### config.mk
export PLATFORM = sky130hd
export DESIGN_NAME = boid_frame_writer
export DESIGN_NICKNAME = d
export VERILOG_FILES = /design/src/rtl/boid_frame_writer.sv
export SDC_FILE = /design/constraint.sdc
export NUM_CORES = 1
export LEC_CHECK = 0
export ABC_AREA = 0
export CAP_MARGIN = 20
export CORE_ASPECT_RATIO = 1.25
export CORE_UTILIZATION = 50
export DETAILED_ROUTE_END_ITERATION = 8
export PLACE_DENSITY_LB_ADDON = 0.05
export SLEW_MARGIN = 0
export SYNTH_ARGS = -nofsm -noshare
export SYNTH_HDL_FRONTEND = slang
export SYNTH_SLANG_ARGS = --single-unit
### constraint.sdc
create_clock -name clk -period 7.25 [get_ports clk]
set_input_delay 2.175 -clock clk [delete_from_list [all_inputs] [get_ports clk]]
set_output_delay 2.175 -clock clk [all_outputs]
set_load 0.01 [all_outputs]
### src/rtl/boid_frame_writer.sv
// Per-frame sequencer: optional boid update phase, then a raster sweep of (x, y) queries whose
// answers become framebuffer writes. Optional perf counters are enabled by BOID_WRITER_PERF_EN.
module boid_frame_writer #(
    parameter int unsigned H_RES      = 640,
    parameter int unsigned V_RES      = 480,
    parameter int unsigned FRAC_BITS  = 16,
    parameter int unsigned QUERY_LAT  = 1,
    parameter int unsigned UPDATE_CYC = 64,
    parameter int unsigned ADDR_W     = 19,
    parameter logic [7:0]  BOID_COLOR = 8'hFF,
    parameter logic [7:0]  BG_COLOR   = 8'h00
) (
    input  logic              clk,
    input  logic              reset,
    input  logic              start,
    input  logic              update_req,
    output logic              accel_en,
    output logic [31:0]       x_q,
    output logic [31:0]       y_q,
    input  logic              is_boid_here,
    output logic              mem_we,
    output logic [ADDR_W-1:0] mem_addr,
    output logic [7:0]        mem_wdata,
    output logic              busy,
    output logic              done
`ifdef BOID_WRITER_PERF_EN
    ,
    output logic [31:0]       frame_cycles,
    output logic [15:0]       frame_count
`endif
);

    localparam int unsigned NPIX    = H_RES * V_RES;
    localparam int unsigned COL_W   = (H_RES > 1) ? $clog2(H_RES) : 1;
    localparam int unsigned ROW_W   = (V_RES > 1) ? $clog2(V_RES) : 1;
    localparam int unsigned CNT_MAX = (UPDATE_CYC > QUERY_LAT) ? UPDATE_CYC : QUERY_LAT;
    localparam int unsigned CNT_W   = (CNT_MAX > 1) ? $clog2(CNT_MAX) : 1;

    typedef enum logic [2:0] {
        S_IDLE,
        S_UPDATE,
        S_SCAN,
        S_DRAIN,
        S_DONE
    } state_t;

    state_t             state;
    state_t             next_state;
    logic [CNT_W-1:0]   phase_cnt;
    logic [COL_W-1:0]   col;
    logic [ROW_W-1:0]   row;
    logic [ADDR_W-1:0]  pix_addr;
    logic [ADDR_W-1:0]  q_addr;
    logic               q_valid;
    logic               q_last;
    logic               issue;
    logic               accel_en_d;
    logic               busy_d;
    logic               done_d;
    logic [QUERY_LAT-1:0] v_pipe;
    logic [ADDR_W-1:0]  a_pipe [QUERY_LAT];

    // State register
    always_ff @(posedge clk or posedge reset) begin
        if (reset) begin
            state <= S_IDLE;
        end else begin
            state <= next_state;
        end
    end

    // Next-state and registered-output decode
    always_comb begin
        next_state = state;
        case (state)
            S_IDLE: begin
                if (start) begin
                    next_state = (update_req && (UPDATE_CYC != 0)) ? S_UPDATE : S_SCAN;
                end
            end
            S_UPDATE: begin
                if (phase_cnt == CNT_W'(UPDATE_CYC - 1)) begin
                    next_state = S_SCAN;
                end
            end
            S_SCAN: begin
                if (q_last) begin
                    next_state = S_DRAIN;
                end
            end
            S_DRAIN: begin
                if (phase_cnt == CNT_W'(QUERY_LAT - 1)) begin
                    next_state = S_DONE;
                end
            end
            S_DONE:  next_state = S_IDLE;
            default: next_state = S_IDLE;
        endcase

        issue      = (next_state == S_SCAN);
        accel_en_d = (next_state == S_UPDATE);
        busy_d     = (next_state == S_UPDATE) || (next_state == S_SCAN) || (next_state == S_DRAIN);
        done_d     = (next_state == S_DONE);
    end

    // Phase timer, restarted on every state change
    always_ff @(posedge clk or posedge reset) begin
        if (reset) begin
            phase_cnt <= '0;
        end else if ((next_state != state) || (state == S_IDLE)) begin
            phase_cnt <= '0;
        end else begin
            phase_cnt <= phase_cnt + CNT_W'(1);
        end
    end

    // Control outputs
    always_ff @(posedge clk or posedge reset) begin
        if (reset) begin
            accel_en <= 1'b0;
            busy     <= 1'b0;
            done     <= 1'b0;
        end else begin
            accel_en <= accel_en_d;
            busy     <= busy_d;
            done     <= done_d;
        end
    end

    // Raster counters hold the next pixel to issue; the query registers hold the current one
    always_ff @(posedge clk or posedge reset) begin
        if (reset) begin
            col      <= '0;
            row      <= '0;
            pix_addr <= '0;
            x_q      <= '0;
            y_q      <= '0;
            q_addr   <= '0;
            q_valid  <= 1'b0;
            q_last   <= 1'b0;
        end else begin
            q_valid <= issue;
            q_last  <= issue && (pix_addr == ADDR_W'(NPIX - 1));
            if (issue) begin
                x_q      <= 32'(col) << FRAC_BITS;
                y_q      <= 32'(row) << FRAC_BITS;
                q_addr   <= pix_addr;
                pix_addr <= pix_addr + ADDR_W'(1);
                if (col == COL_W'(H_RES - 1)) begin
                    col <= '0;
                    row <= (row == ROW_W'(V_RES - 1)) ? '0 : row + ROW_W'(1);
                end else begin
                    col <= col + COL_W'(1);
                end
            end else if ((state == S_IDLE) || (state == S_DONE)) begin
                col      <= '0;
                row      <= '0;
                pix_addr <= '0;
            end
        end
    end

    // Address/valid delay matching the accelerator query latency
    always_ff @(posedge clk or posedge reset) begin
        if (reset) begin
            v_pipe <= '0;
            for (int i = 0; i < int'(QUERY_LAT); i++) begin
                a_pipe[i] <= '0;
            end
        end else begin
            v_pipe[0] <= q_valid;
            a_pipe[0] <= q_addr;
            for (int i = 1; i < int'(QUERY_LAT); i++) begin
                v_pipe[i] <= v_pipe[i-1];
                a_pipe[i] <= a_pipe[i-1];
            end
        end
    end

    assign mem_we   = v_pipe[QUERY_LAT-1];
    assign mem_addr = a_pipe[QUERY_LAT-1];
    // Colour follows the answer arriving in the write cycle itself
    assign mem_wdata = mem_we ? (is_boid_here ? BOID_COLOR : BG_COLOR) : 8'h00;

`ifdef BOID_WRITER_PERF_EN
    logic [31:0] perf_cnt;

    // perf_cnt equals the cycle index since the accepted start
    always_ff @(posedge clk or posedge reset) begin
        if (reset) begin
            perf_cnt     <= '0;
            frame_cycles <= '0;
            frame_count  <= '0;
        end else begin
            if ((state == S_IDLE) && (next_state != S_IDLE)) begin
                perf_cnt <= 32'd1;
            end else if (busy) begin
                perf_cnt <= perf_cnt + 32'd1;
            end
            if (done_d) begin
                frame_cycles <= perf_cnt + 32'd1;
                frame_count  <= frame_count + 16'd1;
            end
        end
    end
`endif

endmodule
After elaboration in Yosys (flattened, before gate mapping)
Index checks and enable logic that the tools add are counted.

Output and inout bits: 95. Bits of input ports: 5. Register bits: 110. Word-level logic and storage cells: 60.

Reduce and logical (&&, ||, !) cells: 9. $add $sub $neg: 4. Equal/unequal tests: 14. Mux-type cells: 18.

Operators with widths (count): two-way mux 19 bit (2); two-way mux 9 bit (4); two-way mux 10 bit (3); adder 19 x 1 -> 19 bit, second input constant (1); == test 19 bit, second input constant (1); two-way mux 8 bit (2); == test 3 x 2 -> 1 bit, second input constant (4); two-way mux 3 bit (4); case mux 3 bit (4 select lines) (1); adder 10 x 1 -> 10 bit, second input constant (1); == test 10 bit, second input constant (1); adder 9 x 1 -> 9 bit, second input constant (1); == test 9 bit, second input constant (1); adder 6 x 1 -> 6 bit, second input constant (1); == test 3 x 1 -> 1 bit, second input constant (2); == test 3 bit, second input constant (2); == test 6 bit, second input constant (1); zero test 6 bit (1); two-way mux 6 bit (1); logical OR 1 bit (4); zero test 3 bit (1); inequality test 3 bit (1); two-way mux 2 bit (1); inequality test 2 x 1 -> 1 bit, second input constant (1); 3 further kinds (3).

Depth between registers and ports, before layout
Gate-level depths: netlist of run 1.

Word-level depth: 6. Mapped depth: 10.

Least setup slack after synthesis of run 1
Ideal clock, no wire load.

Path kind: in2out. Start: input is_boid_here. End: output mem_wdata[1]. Cell stages on the path: 2. Setup slack: 2.461 ns. Data required time: 5.075 ns. Path buffers: 1. Data arrival time: 2.614 ns. Cell sequence: and2_1 buf_4.

Cells in the longest elaborated chain, start to end: 2.

RTL lines: start, declared (line 20) `input logic is_boid_here,`; two-way mux 8 bit (2 in series) (line 183) `assign mem_wdata = mem_we ? (is_boid_here ? BOID_COLOR : BG_COLOR) : 8'h00;`; end, declared (line 23) `output logic [7:0] mem_wdata,`.

No other way between the ends.

Worst setup path after layout of run 1
Start: input is_boid_here. End: output mem_wdata[7].

The elaborated chain is that of the path after synthesis.

==> flow_summary.yaml, run 1 <==
yosys:
  synthCells: 520
  synth_top_area_share: 0.543
  synth-seq-cells: 110
  synthTopCellsByArea: "dfrtp_1 54%, nand2_1 9.5%, buf_4 7.8%"
  yosysSeqAreaShare: 0.543
  yosysWarnings: 0
  netlist_area_sq_um: 5070
  synth-async-reset-ratio: 1.00
  ys.flop_type: "dfrtp_1"
  ys_types: 50
  synth_edf_count: 0
  syn_avg_cell_area_sq_um: 9.76
  yosys.area.top_type: "dfrtp_1"
sta:
  rsz0062_at_grt: "no"
  fin_hold_ws_ns: 0.347
  fin_crit_sh: 0.775
  finClkSkew_ns: 0.00717
  hold_viol_final: 0
  timing.final.ws_setup_ns: 1.63
  tns_ns: 0
  setup_viol: 0
  max_freq_mhz: 178
  max-slew-margin-rel: 0.426
  period_minus_slack_ns: 5.62
  slew_viol_final: 0
  worstMarginPinSlew_ns: 0.859
power:
  p_leak_uw: 0.00288
  p_per_area_nw_per_um2: 274
  peakVddDrop_v: 0.000162
drt:
  via_per_inst: 5.13
  ant_nets: 0
  drc_errors: 0
  drt_iter0_drc: 142
  wl_per_cell_um: 13.6
  vias: 3541
  drt_first_pass_iters: 4
  detail_route.wirelength_mm: 9.36
grt:
  antenna_found_initial: 0
  grt_pass1_wl_mm: 15.7
  grt_pass1_vias: 3393
  grt_usage: 0.190
  grt-ovfl-total: 0
  grt_max_degree: 64
finish:
  layout.nets: 572
  drive_gt1_frac: 0.0461
  syn_to_final_growth_pct: 12.9
  utilization: 0.587
  insertedDiodeCount: 0
clock_network:
  cts_hold_buf: 0
  htree_levels: 3
  cts_tree: "built"
  cts_resized: 0
  post_cts_buffers: 0
  cts_made_buffers: 9
  root_buffer: "clkbuf_16"
  clk_latency_ns: 0.34
  cts.path.max_buffers: 2
  cts.sinks: 110
  clk_pin_slew_ns: 0.06
floorplanning:
  ios: 100
  rows: 40
  dieHeight_um: 115
  core-area_sq_um: 9760
  start_util: 0.520
  dieArea_sq_um: 10600
  die_x_um: 92.1
critical_path:
  endpoint: "mem_wdata[7]"
  r2r-start: "state[0]"
  critPathLaunch: "is_boid_here"
  critical_path_class: "in2out"
  rr_worst_depth: 6
  rrSetupSlack_ns: 4.57
  startpoint_type: "input pin"
  cp_data_required_time_ns: 5.08
  cp_max_fo: 8
  endpoint_kind: "primary output"
  arrival_ns: 3.45
  r2r_end: "row[8]"
flow_run:
  max_cap_violations: 0
placed_design:
  dp_slack_ns: 1.61
  dp_hpwl_mm: 6.15
  gp_routability_congestion: 0.808
  port_buffers: 54
run_status:
  outcome: "finished clean"
worst_hold_path:
  min_path_type: "reg2reg"
-- registers in the layout (all words and copies together) (netlist names) --
| register | cells |
|---|---|
| row | 9 |
| q_last | 1 |
| busy | 1 |
| mem_addr | 19 |
| x_q | 10 |
| mem_we | 1 |
| col | 10 |
| q_addr | 19 |
| phase_cnt | 6 |
| accel_en | 1 |
| pix_addr | 19 |
| q_valid | 1 |
| state | 3 |
| y_q | 9 |
| done | 1 |
-- layout make-up --
cell class              instances  area, sq um
clock buffers                  11          233
clock inverters                 2         12.5
fillers                       860         4030
inverters                      14         55.1
multi-input cells             370         1960
flip-flops and latches        110         2750
well taps                     126          158
repair buffers                 57          563
-- critical path, cell delays in order --
cell and delay [ns]:
clkdlybuf4s50_1 0.44, and2_1 0.24, clkdlybuf4s50_1 0.58
-- how the worst min path moves through the flow --
stage,from,slack [ns],depth (start not counted),end
CTS,q_valid,0.35,0,mem_we
global route,q_valid,0.36,0,mem_we
finish,q_valid,0.35,0,mem_we
floorplan,q_valid,0.33,0,mem_we
detailed placement,q_valid,0.34,0,mem_we
global placement,q_valid,0.33,0,mem_we
-- kinds of logic (layout without fill, tap and decap cells) --
| kind of cell | after synthesis | in the layout | synth area share |
|---|---|---|---|
| AND/OR/NAND/NOR | 229 | 229 | 0.211 |
| flip-flops | 110 | 110 | 0.543 |
| buffers and inverters | 84 | 84 | 0.105 |
| AO/OA/AOI/OAI | 75 | 75 | 0.0986 |
| XOR/XNOR | 8 | 8 | 0.0138 |
| multiplexers | 8 | 8 | 0.0160 |
| adder cells (fa/ha/maj) | 5 | 5 | 0.0123 |
| other | 1 | 45 | 0.000739 |
-- cell usage after synthesis, types with 5 or more instances --
cell	count
a21oi_1	6
a21o_1	11
and2_1	7
nor2_1	19
o21ai_0	31
xor2_1	5
nand4_1	5
nor3_1	5
inv_1	13
mux2i_1	7
clkbuf_1	8
buf_4	53
buf_2	8
and4_1	6
nand2_1	129
ha_1	5
and3_1	12
dfrtp_1	110
nand3_1	24
-- cells in the final DEF, fill, tap and decap left out, types with 3 or more instances in the layout --
master and instances:
nand2_1 129, dfrtp_1 110, clkdlybuf4s50_1 54, conb_1 45, o21ai_0 31, nand3_1 24
nor2_1 19, inv_1 12, and3_1 12, a21o_1 10, clkbuf_16 9, and2_1 7
mux2i_1 7, a21oi_1 6, and4_1 6, xor2_1 5, nor3_1 5, nand4_1 5
ha_1 5, o211ai_1 4, a31oi_1 4, nor2b_1 3, nor4_1 3, or2_2 3
a211oi_1 3, xnor2_1 3, or3_1 3, nor3b_1 3, buf_4 3
-- power by group --
part / switching [uW] / internal, uW / total, uW
sequential: 54.4 / 661 / 716
combinational: 284 / 143 / 428
clock: 201 / 227 / 428
total: 539 / 1030 / 1570
-- per-layer routing --
metal / GRT usage / part of all wire / vias up
met5: 0 / 0 / -
met2: 0.325 / 0.51 / 56
li1: - / - / 1745
met1: 0.237 / 0.44 / 1726
met4: 0.0896 / 0.019 / 0
met3: 0.0266 / 0.024 / 14
-- per-stage QoR --
| stage | cell area, sq um | std cells | total power, uW |
|---|---|---|---|
| after floorplan | 5240 | 564 | 1060 |
| after global placement | 5480 | 677 | 1150 |
| after detailed placement | 5480 | 677 | 1160 |
| after CTS | 5730 | 690 | 1590 |
| after global routing | 5730 | 690 | 1670 |
| final | 5730 | 690 | 1570 |
Power figures use the tool's default switching activity.
==> run 2, diff against run 1 <==
Settings changed: CORE_UTILIZATION 50 to 47.
Clock period 7.25 ns to 4.75 ns, I/O delays scaled along.
==> run 2 against run 1 <==
Against the previous run: register-to-register slack got worse by 2.5 ns; via count increased by 0.25%; largest cell class unchanged; critical path type unchanged; non-clock buffer count increased by 3; power increased by 56%; clock skew decreased by 0.0018 ns; critical endpoint is now mem_wdata[3]; wire length increased by 2.2%; first-iteration DRC count increased by 24%; die area increased by 6.3%; flip-flop and latch count unchanged.
==> flow_summary.yaml, run 2 (synthesis gave the netlist of run 1 again) <==
drt:
  vias: 3550
  via_per_inst: 5.06
  detail_route.wirelength_mm: 9.57
  drt_first_pass_iters: 4
  drt_iter0_drc: 176
  wl_per_cell_um: 13.6
  ant_nets: 0
  drc_errors: 0
critical_path:
  worst-path-stages: 3
  cp_max_fo: 8
  crit_top_cell: "clkdlybuf4s50_1"
  cp.buffers_inverters: 2
  rr_worst_depth: 6
  endpoint_kind: "primary output"
  arrival_ns: 2.70
  cp_data_required_time_ns: 3.32
  startpoint_type: "input pin"
  critPathTopFamily: "buffers and inverters"
  slowest_delay_ns: 0.59
  crit_chain: "clkdlybuf4s50_1 -> and2_1 -> clkdlybuf4s50_1"
  critical_path_class: "in2out"
  cpMaxStageDelayCell: "clkdlybuf4s50_1"
clock_network:
  cts_tree: "built"
  cts_hold_buf: 0
  clk_pin_slew_ns: 0.07
  htree_levels: 3
  clk_latency_ns: 0.35
  cts_made_buffers: 9
  cts.path.max_buffers: 2
  cts.sinks: 110
  cts_resized: 0
  root_buffer: "clkbuf_16"
  post_cts_buffers: 0
power:
  switching_share: 0.343
  power_frac_seq: 0.447
  p_per_area_nw_per_um2: 421
  internal-power_uw: 1610
  switchingPower_uw: 837
  power_frac_clock: 0.282
  p_leak_uw: 0.00291
  combPwrFrac: 0.271
  peakVddDrop_v: 0.000245
placed_design:
  port_buffers: 54
  gp_routability_congestion: 0.788
  dp_hpwl_mm: 6.20
finish:
  fillers: 970
  drive_gt1_frac: 0.0544
  syn_to_final_growth_pct: 14.4
  insertedDiodeCount: 0
  seqCellArea_sq_um: 2750
  final_common_cell: "nand2_1"
  multi_input_comb_area_sq_um: 1960
  layout_common_cells: "129 x nand2_1, 110 x dfrtp_1, 54 x clkdlybuf4s50_1, 45 x conb_1, 31 x o21ai_0"
  layout.nets: 575
grt:
  antenna_found_initial: 0
  grt_max_degree: 64
  grt_pass1_vias: 3322
  grt-ovfl-total: 0
  grt_pass1_wl_mm: 15.9
  grt_usage: 0.181
sta:
  max_freq_mhz: 242
  setup_viol: 0
  fin_hold_ws_ns: 0.351
  rsz0062_at_grt: "no"
  tns_ns: 0
  hold_viol_final: 0
  slew_viol_final: 0
  max-slew-margin-rel: 0.436
  worstMarginPinSlew_ns: 0.846
  fin_crit_sh: 0.868
  period_minus_slack_ns: 4.12
  finClkSkew_ns: 0.00533
floorplanning:
  rows: 42
  core-area_sq_um: 10600
  start_util: 0.480
  ios: 100
  dieArea_sq_um: 11200
  dieHeight_um: 118
  die_x_um: 94.9
flow_run:
  max_cap_violations: 0
worst_hold_path:
  min_path_type: "reg2reg"
  min_path_cells: 0
run_status:
  outcome: "finished clean"
-- run 2: routing by layer --
layer	GRT usage	routed length, um
met5	0	0
met4	0.0795	196
met3	0.0322	248
met2	0.291	4790
met1	0.238	4330
-- run 2: final cells by class --
class	instances	area share
flip-flops and latches	110	0.474
multi-input cells	370	0.337
repair buffers	60	0.104
clock buffers	13	0.0431
well taps	132	0.0285
inverters	14	0.00948
clock inverters	3	0.00345
-- run 2: metrics by stage --
step                      std cells  utilization  instance area, sq um  worst slack [ns]  total power, uW
after detailed placement        686        0.524                  5530             0.598             1780
final                           702        0.550                  5800             0.626             2440
after global routing            702        0.550                  5800             0.554             2590
after global placement          685        0.521                  5510             0.646             1770
after CTS                       702        0.550                  5800             0.603             2480
after floorplan                 564            -                  5240             0.423             1610
-- run 2: final timing paths --
check / end / slack, ns / from
max in group asynchronous: state[2] / 2.49 / reset
worst max-delay path: mem_wdata[3] / 0.63 / is_boid_here
worst max register to register: row[6] / 2.06 / state[1]
min in group asynchronous: mem_addr[7] / 1.42 / reset
worst min register to register: mem_we / 0.35 / q_valid
worst min-delay path: mem_we / 0.35 / q_valid
-- run 2: worst register-to-register path, cell delays in order (launching register included) --
cell      delay [ns]
dfrtp_1         0.59
o21ai_0         0.18
a21oi_1         0.55
a21o_2          0.19
buf_4           0.52
o21ai_0         0.35
o211ai_1        0.24
-- run 2: power by group through the flow --
stage | clock [uW] | sequential, uW | combinational (uW)
6_report | 688 | 1090 | 663
5_1_grt | 743 | 1100 | 750
4_1_cts | 717 | 1090 | 676
3_5_place_dp | 0 | 1110 | 672
3_3_place_gp | 0 | 1110 | 660
2_1_floorplan | 0 | 1090 | 523
